File: config.mk
export PLATFORM = sky130hd
export DESIGN_NAME = sar_ctrl
export DESIGN_NICKNAME = d
export VERILOG_FILES = /design/src/rtl/sar_pkg.sv /design/src/rtl/sar_timer.sv /design/src/rtl/sar_ctrl.sv
export SDC_FILE = /design/constraint.sdc
export NUM_CORES = 1
export LEC_CHECK = 0
export ABC_AREA = 1
export CORE_AREA = 2 2 55 57
export CTS_CLUSTER_DIAMETER = 60
export DETAILED_ROUTE_END_ITERATION = 7
export DIE_AREA = 0 0 57 59
export DONT_BUFFER_PORTS = 1
export PLACE_DENSITY = 0.7
export SLEW_MARGIN = 40
export SYNTH_ARGS = -nofsm -noshare
export SYNTH_HDL_FRONTEND = slang
export SYNTH_SLANG_ARGS = --single-unit
File: constraint.sdc
create_clock -name clk -period 3.25 [get_ports clk]
set_input_delay 0 -clock clk [delete_from_list [all_inputs] [get_ports clk]]
set_output_delay 0 -clock clk [all_outputs]
set_load 0.01 [all_outputs]
File: src/rtl/sar_pkg.sv
// Shared constants for the SAR conversion controller: code/counter widths,
// FSM state encodings and the trial-bit mask helper.
package sar_pkg;

    localparam int CODE_W = 8;
    localparam int CNT_W  = 4;

    localparam logic [1:0] ST_IDLE   = 2'd0;
    localparam logic [1:0] ST_SAMPLE = 2'd1;
    localparam logic [1:0] ST_CONV   = 2'd2;
    localparam logic [1:0] ST_DONE   = 2'd3;

    // One-hot mask selecting the trial bit idx of the DAC code.
    function automatic logic [CODE_W-1:0] bit_mask(input logic [2:0] idx);
        return {{(CODE_W-1){1'b0}}, 1'b1} << idx;
    endfunction

endpackage

File: src/rtl/sar_timer.sv
// Loadable down-counter with terminal-count flags, shared by the sample and
// settle intervals of the SAR controller.
module sar_timer
    import sar_pkg::*;
(
    input  logic             clk,
    input  logic             rst,
    input  logic             load_i,
    input  logic [CNT_W-1:0] load_val_i,
    output logic             tc_o,
    output logic             tc_next_o
);

    localparam logic [CNT_W-1:0] CNT_ZERO = {CNT_W{1'b0}};
    localparam logic [CNT_W-1:0] CNT_ONE  = {{(CNT_W-1){1'b0}}, 1'b1};

    logic [CNT_W-1:0] count_q;
    logic [CNT_W-1:0] count_d;

    // Next count: load wins, otherwise count down and park at zero.
    always_comb begin
        count_d = count_q;
        if (load_i) begin
            count_d = load_val_i;
        end else if (count_q != CNT_ZERO) begin
            count_d = count_q - CNT_ONE;
        end else begin
            count_d = count_q;
        end
    end

    // Counter register.
    always_ff @(posedge clk or negedge rst) begin
        if (!rst) begin
            count_q <= CNT_ZERO;
        end else begin
            count_q <= count_d;
        end
    end

    // tc_next lets the controller register a strobe for the final count cycle.
    assign tc_o      = (count_q == CNT_ZERO);
    assign tc_next_o = (count_d == CNT_ZERO);

endmodule

File: src/rtl/sar_ctrl.sv
// Successive-approximation ADC controller: samples the input, then resolves
// an 8-bit code MSB first using a clocked comparator, one bit per settle interval.
module sar_ctrl
    import sar_pkg::*;
#(
    parameter int SAMPLE_CYCLES = 2,
    parameter int SETTLE_CYCLES = 1
) (
    input  logic              clk,
    input  logic              rst,
    input  logic              start,
    input  logic              comp,
    output logic              sample,
    output logic              latch_en,
    output logic [CODE_W-1:0] dac_p,
    output logic [CODE_W-1:0] dac_n,
    output logic [CODE_W-1:0] result,
    output logic              busy,
    output logic              valid
);

    localparam logic [CNT_W-1:0]  SAMPLE_LOAD = CNT_W'(SAMPLE_CYCLES - 1);
    localparam logic [CNT_W-1:0]  SETTLE_LOAD = CNT_W'(SETTLE_CYCLES - 1);
    localparam logic [CODE_W-1:0] CODE_ZERO   = {CODE_W{1'b0}};

    logic [1:0]        state_q,  state_d;
    logic [2:0]        bit_q,    bit_d;
    logic [CODE_W-1:0] dac_q,    dac_d;
    logic [CODE_W-1:0] result_q, result_d;
    logic              sample_q, sample_d;
    logic              latch_q,  latch_d;
    logic              busy_q,   busy_d;
    logic              valid_q,  valid_d;
    logic [CODE_W-1:0] decided_s;
    logic              tmr_load_s;
    logic [CNT_W-1:0]  tmr_val_s;
    logic              tmr_tc_s;
    logic              tmr_tc_next_s;

    sar_timer u_timer (
        .clk        (clk),
        .rst        (rst),
        .load_i     (tmr_load_s),
        .load_val_i (tmr_val_s),
        .tc_o       (tmr_tc_s),
        .tc_next_o  (tmr_tc_next_s)
    );

    // dac_q already carries the trial bit set; comp=0 clears it.
    assign decided_s = comp ? dac_q : (dac_q & ~bit_mask(bit_q));

    // Next-state and output decode; all outputs are precomputed for registering.
    always_comb begin
        state_d    = state_q;
        bit_d      = bit_q;
        dac_d      = dac_q;
        result_d   = result_q;
        sample_d   = sample_q;
        busy_d     = busy_q;
        valid_d    = 1'b0;
        tmr_load_s = 1'b0;
        tmr_val_s  = SETTLE_LOAD;
        case (state_q)
            ST_IDLE, ST_DONE: begin
                dac_d = CODE_ZERO;
                if (start) begin
                    state_d    = ST_SAMPLE;
                    sample_d   = 1'b1;
                    busy_d     = 1'b1;
                    tmr_load_s = 1'b1;
                    tmr_val_s  = SAMPLE_LOAD;
                end else begin
                    state_d  = ST_IDLE;
                    sample_d = 1'b0;
                    busy_d   = 1'b0;
                end
            end
            ST_SAMPLE: begin
                if (tmr_tc_s) begin
                    state_d    = ST_CONV;
                    sample_d   = 1'b0;
                    bit_d      = 3'd7;
                    dac_d      = bit_mask(3'd7);
                    tmr_load_s = 1'b1;
                end else begin
                    sample_d = 1'b1;
                end
            end
            ST_CONV: begin
                if (!tmr_tc_s) begin
                    dac_d = dac_q;
                end else if (bit_q == 3'd0) begin
                    state_d  = ST_DONE;
                    result_d = decided_s;
                    dac_d    = CODE_ZERO;
                    valid_d  = 1'b1;
                    busy_d   = 1'b0;
                end else begin
                    bit_d      = bit_q - 3'd1;
                    dac_d      = decided_s | bit_mask(bit_q - 3'd1);
                    tmr_load_s = 1'b1;
                end
            end
            default: begin
                state_d  = ST_IDLE;
                dac_d    = CODE_ZERO;
                sample_d = 1'b0;
                busy_d   = 1'b0;
            end
        endcase
        latch_d = (state_d == ST_CONV) && tmr_tc_next_s;
    end

    // Controller state and registered outputs.
    always_ff @(posedge clk or negedge rst) begin
        if (!rst) begin
            state_q  <= ST_IDLE;
            bit_q    <= 3'd0;
            dac_q    <= CODE_ZERO;
            result_q <= CODE_ZERO;
            sample_q <= 1'b0;
            latch_q  <= 1'b0;
            busy_q   <= 1'b0;
            valid_q  <= 1'b0;
        end else begin
            state_q  <= state_d;
            bit_q    <= bit_d;
            dac_q    <= dac_d;
            result_q <= result_d;
            sample_q <= sample_d;
            latch_q  <= latch_d;
            busy_q   <= busy_d;
            valid_q  <= valid_d;
        end
    end

    assign sample   = sample_q;
    assign latch_en = latch_q;
    assign dac_p    = dac_q;
    assign dac_n    = ~dac_q;
    assign result   = result_q;
    assign busy     = busy_q;
    assign valid    = valid_q;

endmodule

# Word level (Yosys, flattened, before mapping)
# Index checks and enable logic that the tools add are counted.
# Widths: inputs -> output; s select.
totals:
  ff_bits: 29
  inputBits: 4
  out_inout_bits: 28
  wordCells: 70
op_classes:
  addsub: 2
  eq_ne: 8
  shifts: 2
  muxes: 31
  n_bitwise: 4
  n_reduce_logical: 14
op_table:
  columns: ["op", "n"]
  rows:
  - ["$mux 8", 4]
  - ["$pmux 8 s3", 1]
  - ["$not 8->8", 2]
  - ["$shl 1x3->8 const A", 2]
  - ["$mux 1", 13]
  - ["$mux 3", 3]
  - ["$and 8x8->8", 1]
  - ["$logic_not 4->1", 2]
  - ["$mux 4", 2]
  - ["$ne 2x2->1 const B", 4]
  - ["$or 8x8->8", 1]
  - ["$eq 2x2->1 const B", 3]
  - ["$mux 2", 3]
  - ["$pmux 2 s3", 1]
  - ["$pmux 3 s2", 1]
  - ["$reduce_and 3->1", 2]
  - ["$reduce_bool 2->1", 3]
  - ["$pmux 1 s2", 2]
  - ["$reduce_and 4->1", 1]
  - ["$reduce_bool 4->1", 1]
  - ["$sub 4x1->4 const B", 1]
  - ["$logic_not 3->1", 1]
  - ["$pmux 1 s3", 1]
  - ["$sub 3x1->3 const B", 1]
  - ["5 further kinds", 5]

# Depth between registers and ports, before layout
# Gate-level depths: netlist of the first run.
depth:
  ltp_word: 8
  ltp_mapped: 9

# Cells and area by module
# From an unflattened synthesis of the first run, not the netlist that was laid out.
unflattened:
  cells_unflattened: 209
  hier_area_um2: 1620.3
by_module_without_submodules:
  columns: ["mod", "instances", "cells_per_inst", "area_per_inst_um2"]
  rows:
  - ["sar_ctrl", 1, 163, 1325.0]
  - ["sar_timer", 1, 46, 295.3]

# Least setup slack after synthesis of the first run
# OpenSTA, ideal clock, no wires.
synth_path:
  kind: "register to register"
  startpoint: "register u_timer.count_q[0]"
  endpoint: "register latch_q, in the netlist latch_en"
  setup_ns: 0.116
  arrival_time_ns: 1.335
  required_ns: 3.134
  setup_slack_ns: 1.799
  stages_incl_launch_ff: 10
  n_path_buf: 0
  synth_period_minus_slack_ns: 1.451
  cell_sequence: "dfrtp_1 > inv_1 > ha_1 > nand2_2 > nor2_4 > nand2_4 > nand2_1 > nand3b_1 > nand3_1 > nor2_1"
synth_via:
  elab_chain_cells: 6
synth_rtl:
  columns: ["element", "line_no", "text"]
  rows:
  - ["start, declared", "sar_timer.sv:17", "logic [CNT_W-1:0] count_q;"]
  - ["start signal, assigned", "sar_timer.sv:37", "count_q <= count_d;"]
  - ["branches (longest 5 deep; another with $sub 4x1->4)", null, null]
  - ["$logic_and 1x1->1 (*)", "sar_ctrl.sv:111", "latch_d = (state_d == ST_CONV) && tmr_tc_next_s;"]
  - ["named net latch_d", "sar_ctrl.sv:31", "logic latch_q, latch_d;"]
  - ["end signal, assigned", "sar_ctrl.sv:131", "latch_q <= latch_d;"]
  - ["end, declared", "sar_ctrl.sv:31", null]
# Mark *: on every way through the listed nets, which the timed path passes.
# A chain may end at the register's enable or synchronous reset.

# Worst setup path in the final report of the first run
# Same ends and word-level chain as after synthesis.

==> out/qor.yml, run 1 <==
sta:
  setup-violations-final: 0
  skew_ns: 0.0160
  tightest_slew_ns: 0.377
  finalMaxSlewViolations: 0
  max_freq_mhz: 610
  fin_setup_tns_ns: 0
  rsz0062_at_grt: "no"
  post-route-min-period_ns: 1.64
  min_period_over_period: 0.504
  hold_viol_final: 0
  maxSlewHeadroom: 0.746
logic_synthesis:
  synth.most_common_cell: "nand2_1"
  syn_inst: 193
  ys_types: 20
  synth_edf_count: 0
  synth.avg_cell_area_um2: 8.20
  yosys.area.top_type: "dfrtp_1"
  synth-seq-area-share: 0.458
  synth_nets: 207
  yosys_warnings: 0
  synthArstFlopShare: 1.00
  synthTopCellsByCount: "46 x nand2_1, 33 x inv_1, 29 x dfrtp_1"
  synth-seq-cells: 29
  synth-main-ff-cell: "dfrtp_1"
  synth_area_leaders: "dfrtp_1 46%, nand2_1 11%, ha_1 7.9%"
  synth_top_area_frac: 0.458
  synth_area_um2: 1580
clocking:
  clk_path_buf_depth: 2
  cts_tree: "built"
  cts.sinks: 29
  root_buffer: "clkbuf_4"
  worstSkewPairLatency_ns: 0.34
  clkTransAtPathRegs_ns: 0.10
  post_cts_buffers: 0
  h-tree-depth: 2
  hold_buffers: 4
  cts-buffers-inserted: 5
  cts_resized: 0
pwr:
  p_leak_nw: 0.899
  power_density_nw_per_um2: 784
  irDropWorstVdd_v: 0.000573
  total_power_mw: 1.34
flow_run:
  drv_cap: 0
global_route:
  grt_pass1_vias: 1195
  grt_max_degree: 30
  track_usage: 0.218
  antenna_found_initial: 0
  grt_pass1_wl_um: 5470
  overflow: 0
route:
  avgRoutedWirePerCell_um: 13.8
  post-route-drc-count: 0
  antenna_left: 0
  drt-initial-drc-count: 62
  vias: 1282
  vias_per_cell: 5.46
  routed_wl_um: 3240
  dr.pass1.iters: 4
worst_setup_path:
  crit_path_cell_trace: "inv_1 > ha_1 > nand2_2 > nor2_4 > nand2_4 > nand2_1 > nand3b_1 > nand3_1 > nor2_1"
  crit_fanout: 19
  required_ns: 3.49
  cp_num_cells: 9
  endpoint_kind: "register"
  critPathMaxStageDelay_ns: 0.39
  worst_setup_path_start_kind: "register"
  critPathKind: "reg -> reg"
  cp_top_family: "simple AND/OR/NAND/NOR gates"
  startpoint: "u_timer.count_q[0]"
  crit_end: "latch_en"
  reg2reg_depth: 9
  cp_data_arrival_time_ns: 1.88
  timing.rr.end: "latch_en"
  r2r_start: "u_timer.count_q[0]"
  r2r_slack_ns: 1.61
  crit_buf_inv: 1
  crit_slowest_cell: "dfrtp_1"
die:
  die_w_um: 57
  rows: 19
  coreArea_um2: 2710
  ios: 32
  die_y_um: 59
  start_util: 0.584
  die-area_um2: 3360
cells_and_area:
  utilization: 0.633
  seq_area_um2: 726
  multiInputGateArea_um2: 718
  fillers: 248
  n_antenna_cell: 0
  layout-drive-gt1-share: 0.108
  area_growth_pct: 8.38
  nNetsFinal: 217
placed_design:
  hpwl_um: 2410
  gp_congestion: 0.870
  io_buffers: 0
min_path:
  hp-class: "in -> reg"
run_status:
  status: "finished, final reports clean"
[logic make-up (layout without fill, tap and decap cells)]
| logic type | after synthesis | count (layout) | synth area share |
|---|---|---|---|
| AO/OA/AOI/OAI | 37 | 37 | 0.132 |
| buffers and inverters | 35 | 46 | 0.0877 |
| AND/OR/NAND/NOR | 82 | 82 | 0.243 |
| adder cells (fa/ha/maj) | 10 | 10 | 0.0791 |
| flip-flops | 29 | 29 | 0.459 |
[cell type report]
type / instances / area share
Clock buffer: 5 / 0.0219
Inverter: 34 / 0.0744
Sequential cell: 29 / 0.423
Clock inverter: 3 / 0.0102
Multi-Input combinational cell: 129 / 0.419
Tap cell: 31 / 0.0226
Timing Repair Buffer: 4 / 0.0292
[cells in the final DEF, fill, tap and decap left out, types with 5 or more instances in the layout]
cell type  instances
clkbuf_4           5
ha_1              10
nor2_1             7
o21ai_0           21
o21ai_1            8
nand2_1           46
inv_1             33
dfrtp_1           29
nand3_1           18
[where the power goes]
| part | switching, mW | leakage, nW | internal, mW |
|---|---|---|---|
| Clock | 0.131 | 0.0310 | 0.0813 |
| Sequential | 0.0795 | 0.363 | 0.433 |
| Combinational | 0.413 | 0.504 | 0.205 |
[worst min-delay path by stage]
stage,to,startpoint,cells after the start
4_1_cts,result[1],comp,4
6_report,result[3],comp,4
2_1_floorplan,bit_q[0],rst,0
3_3_place_gp,state_q[1],rst,0
5_1_grt,result[1],comp,4
3_5_place_dp,sample,rst,0
[layer usage]
metal  track usage  wire length (µm)  part of all wire
met1         0.286              1580              0.49
met2         0.327              1440              0.44
met3        0.0895               165             0.051
met4        0.0764                57             0.018
met5             0                 0                 0
[worst reg2reg max path, delay by kind of cell (launching register included)]
family	cells	cell delay [ns]
fa+ha+maj	1	0.34
buf+inv	1	0.12
flops	1	0.39
simple gates	7	0.71
[stage by stage]
step                      hold WS [ns]  setup slack (ns)  area (µm²)  std cells
after floorplan                 -0.296              1.80        1580        193
after global placement          -0.295              1.67        1610        223
after detailed placement        -0.295              1.60        1610        223
after CTS                       0.0465              1.61        1720        235
after global routing            0.0956              1.41        1720        235
final                           0.0644              1.61        1720        235
[sequential cells by signal, indices dropped and copies added (netlist names)]
register         flops
latch_en             1
dac_p                8
state_q              2
result               8
u_timer.count_q      4
busy                 1
valid                1
sample               1
bit_q                3
No activity file was read; power rests on OpenSTA's default activity.
==> run 2, diff against run 1 <==
--- a/config.mk
+++ b/config.mk
@@ -5,13 +5,13 @@
 export SDC_FILE = /design/constraint.sdc
 export NUM_CORES = 1
 export LEC_CHECK = 0
-export ABC_AREA = 1
-export CORE_AREA = 2 2 55 57
+export ABC_AREA = 0
+export CORE_AREA = 2 2 57 59
 export CTS_CLUSTER_DIAMETER = 60
 export DETAILED_ROUTE_END_ITERATION = 7
-export DIE_AREA = 0 0 57 59
+export DIE_AREA = 0 0 59 61
 export DONT_BUFFER_PORTS = 1
-export PLACE_DENSITY = 0.7
+export PLACE_DENSITY = 0.69
 export SLEW_MARGIN = 40
 export SYNTH_ARGS = -nofsm -noshare
 export SYNTH_HDL_FRONTEND = slang
==> constraint.sdc (replaced) <==
create_clock -name clk -period 1.45 [get_ports clk]
set_input_delay 0 -clock clk [delete_from_list [all_inputs] [get_ports clk]]
set_output_delay 0 -clock clk [all_outputs]
set_load 0.01 [all_outputs]
==> run 2 against run 1 <==
The run now ends with setup timing left. Clock power increased to 2.7 times the previous value. Worst hold slack worse by 0.0032 ns. Total power rose to 3.0 times the previous value. Critical path type unchanged. Highest routed layer unchanged.
==> out/qor.yml, run 2 <==
run_status:
  status: "finished with violations"
  violations: "setup timing"
route:
  dr.pass1.iters: 4
  vias_per_cell: 5.98
  avgRoutedWirePerCell_um: 17.1
  routed_wl_um: 4230
  drt-initial-drc-count: 61
  vias: 1476
  post-route-drc-count: 0
  antenna_left: 0
placed_design:
  dpl.cell_count: 229
  io_buffers: 0
  gp_congestion: 0.881
  hpwl_um: 2860
  placed_area_um2: 1950
cells_and_area:
  final_common_cell: "buf_4"
  final_area_um2: 2280
  area_growth_pct: 42.4
  finalNonFillerCells: 247
  fillers: 176
  final_cell_mix: "30 x buf_4, 29 x dfrtp_1, 14 x inv_1"
  nNetsFinal: 227
  n_antenna_cell: 0
  layout-drive-gt1-share: 0.444
clocking:
  cts.sinks: 29
  clk_path_buf_depth: 2
  clkTransAtPathRegs_ns: 0.10
  cts-buffers-inserted: 5
  worstSkewPairLatency_ns: 0.33
  root_buffer: "clkbuf_4"
  h-tree-depth: 2
  cts_tree: "built"
logic_synthesis:
  synth_area_leaders: "dfrtp_1 45%, ha_1 7.8%, o21ai_0 5.3%"
  synth.avg_cell_area_um2: 9.49
  ys_types: 38
  synthArstFlopShare: 1.00
  synth_edf_count: 0
  synth.most_common_cell: "dfrtp_1"
  synth-seq-area-share: 0.452
  synth_nets: 183
  synth_top_area_frac: 0.452
  yosys_warnings: 0
  synthTopCellsByCount: "29 x dfrtp_1, 18 x inv_1, 17 x o21ai_0"
  yosys.area.top_type: "dfrtp_1"
  synth_area_um2: 1600
  synth-seq-cells: 29
  synth-main-ff-cell: "dfrtp_1"
  syn_inst: 169
sta:
  hold_viol_final: 0
  whs_ns: 0.0612
  min_period_over_period: 1.16
  fin_setup_tns_ns: -3.74
  finalMaxSlewViolations: 0
  post-route-min-period_ns: 1.69
  tightest_slew_ns: 0.348
  max_freq_mhz: 593
  worst_slack_ns: -0.237
  rsz0062_at_grt: "yes"
  maxSlewHeadroom: 0.765
  skew_ns: 0.00338
  setup-violations-final: 29
die:
  rows: 20
  die-area_um2: 3600
  die_y_um: 61
  die_w_um: 59
  start_util: 0.543
  coreArea_um2: 2950
  ios: 32
worst_setup_path:
  endpoint_kind: "register"
  r2r_slack_ns: -0.24
  required_ns: 1.69
  startpoint: "u_timer.count_q[0]"
  crit_end: "latch_en"
  reg2reg_depth: 5
  cp_data_arrival_time_ns: 1.93
  worst_setup_path_start_kind: "register"
  critPathKind: "reg -> reg"
  timing.rr.end: "latch_en"
  crit_fanout: 7
  r2r_start: "u_timer.count_q[0]"
global_route:
  track_usage: 0.248
  antenna_found_initial: 0
  grt_pass1_vias: 1494
  grt_pass1_wl_um: 6650
  grt_max_degree: 30
  overflow: 0
flow_run:
  drv_cap: 0
pwr:
  power_density_nw_per_um2: 1740
  p_leak_nw: 1.01
  irDropWorstVdd_v: 0.00132
min_path:
  min-delay-start: "comp"
  hold_depth: 3
  hp-class: "in -> reg"
[run 2: kinds of logic (layout without fill, tap and decap cells)]
group           count (synthesis)  in the layout  synth area share
buf+inv                        25             70            0.0694
flops                          29             29             0.452
simple gates                   50             50             0.167
mux                             2              2            0.0133
fa+ha+maj                      10             10            0.0780
xor+xnor                        1              1           0.00546
compound gates                 52             52             0.215
[run 2: what timing repair did]
item,CTS,global route
pin swaps,2,6
setup buffers,2,4
setup endpoints to repair,26,28
gates resized for setup,23,23
hold buffers,4,0
endpoints found under the hold margin,35,0
cloned,0,0
[run 2: cell type report]
| cell class | count | area [µm²] | share of cell area |
|---|---|---|---|
| clock inverters | 1 | 5.00 | 0.00219 |
| flip-flops and latches | 29 | 726 | 0.318 |
| well taps | 33 | 41.3 | 0.0181 |
| multi-input cells | 115 | 980 | 0.429 |
| inverters | 18 | 67.6 | 0.0296 |
| clock buffers | 7 | 65.1 | 0.0285 |
| repair buffers | 44 | 400 | 0.175 |
[run 2: routing by layer]
layer / GRT usage / up-vias / wire (µm)
met1: 0.262 / 724 / 1660
met3: 0.0682 / 11 / 183
met4: 0.0812 / 0 / 72
met5: 0 / - / 0
met2: 0.475 / 53 / 2320
li1: - / 688 / -
[run 2: worst min path at each step]
stage                 to  slack (ns)
2_1_floorplan   bit_q[0]       -0.30
3_3_place_gp   result[1]       -0.30
6_report       result[1]        0.06
3_5_place_dp   result[2]       -0.30
5_1_grt        result[4]        0.09
4_1_cts        result[1]        0.05
[run 2: report_power, final]
part           internal, mW  switching, mW
Clock                 0.281          0.302
Sequential            0.942          0.144
Combinational          1.14           1.18
[run 2: critical path: stages (launching register included)]
cell	delay, ns
dfrtp_1	0.42
inv_2	0.08
ha_4	0.13
or3b_4	0.42
o311a_1	0.34
nor4_2	0.21
[run 2: per-stage QoR]
stage / util / worst slack, ns / power, mW
after floorplan: - / -0.247 / 2.20
after global placement: 0.659 / -0.232 / 2.80
after detailed placement: 0.659 / -0.265 / 2.88
after CTS: 0.732 / -0.184 / 3.65
after global routing: 0.774 / -0.303 / 4.22
final: 0.774 / -0.237 / 3.98
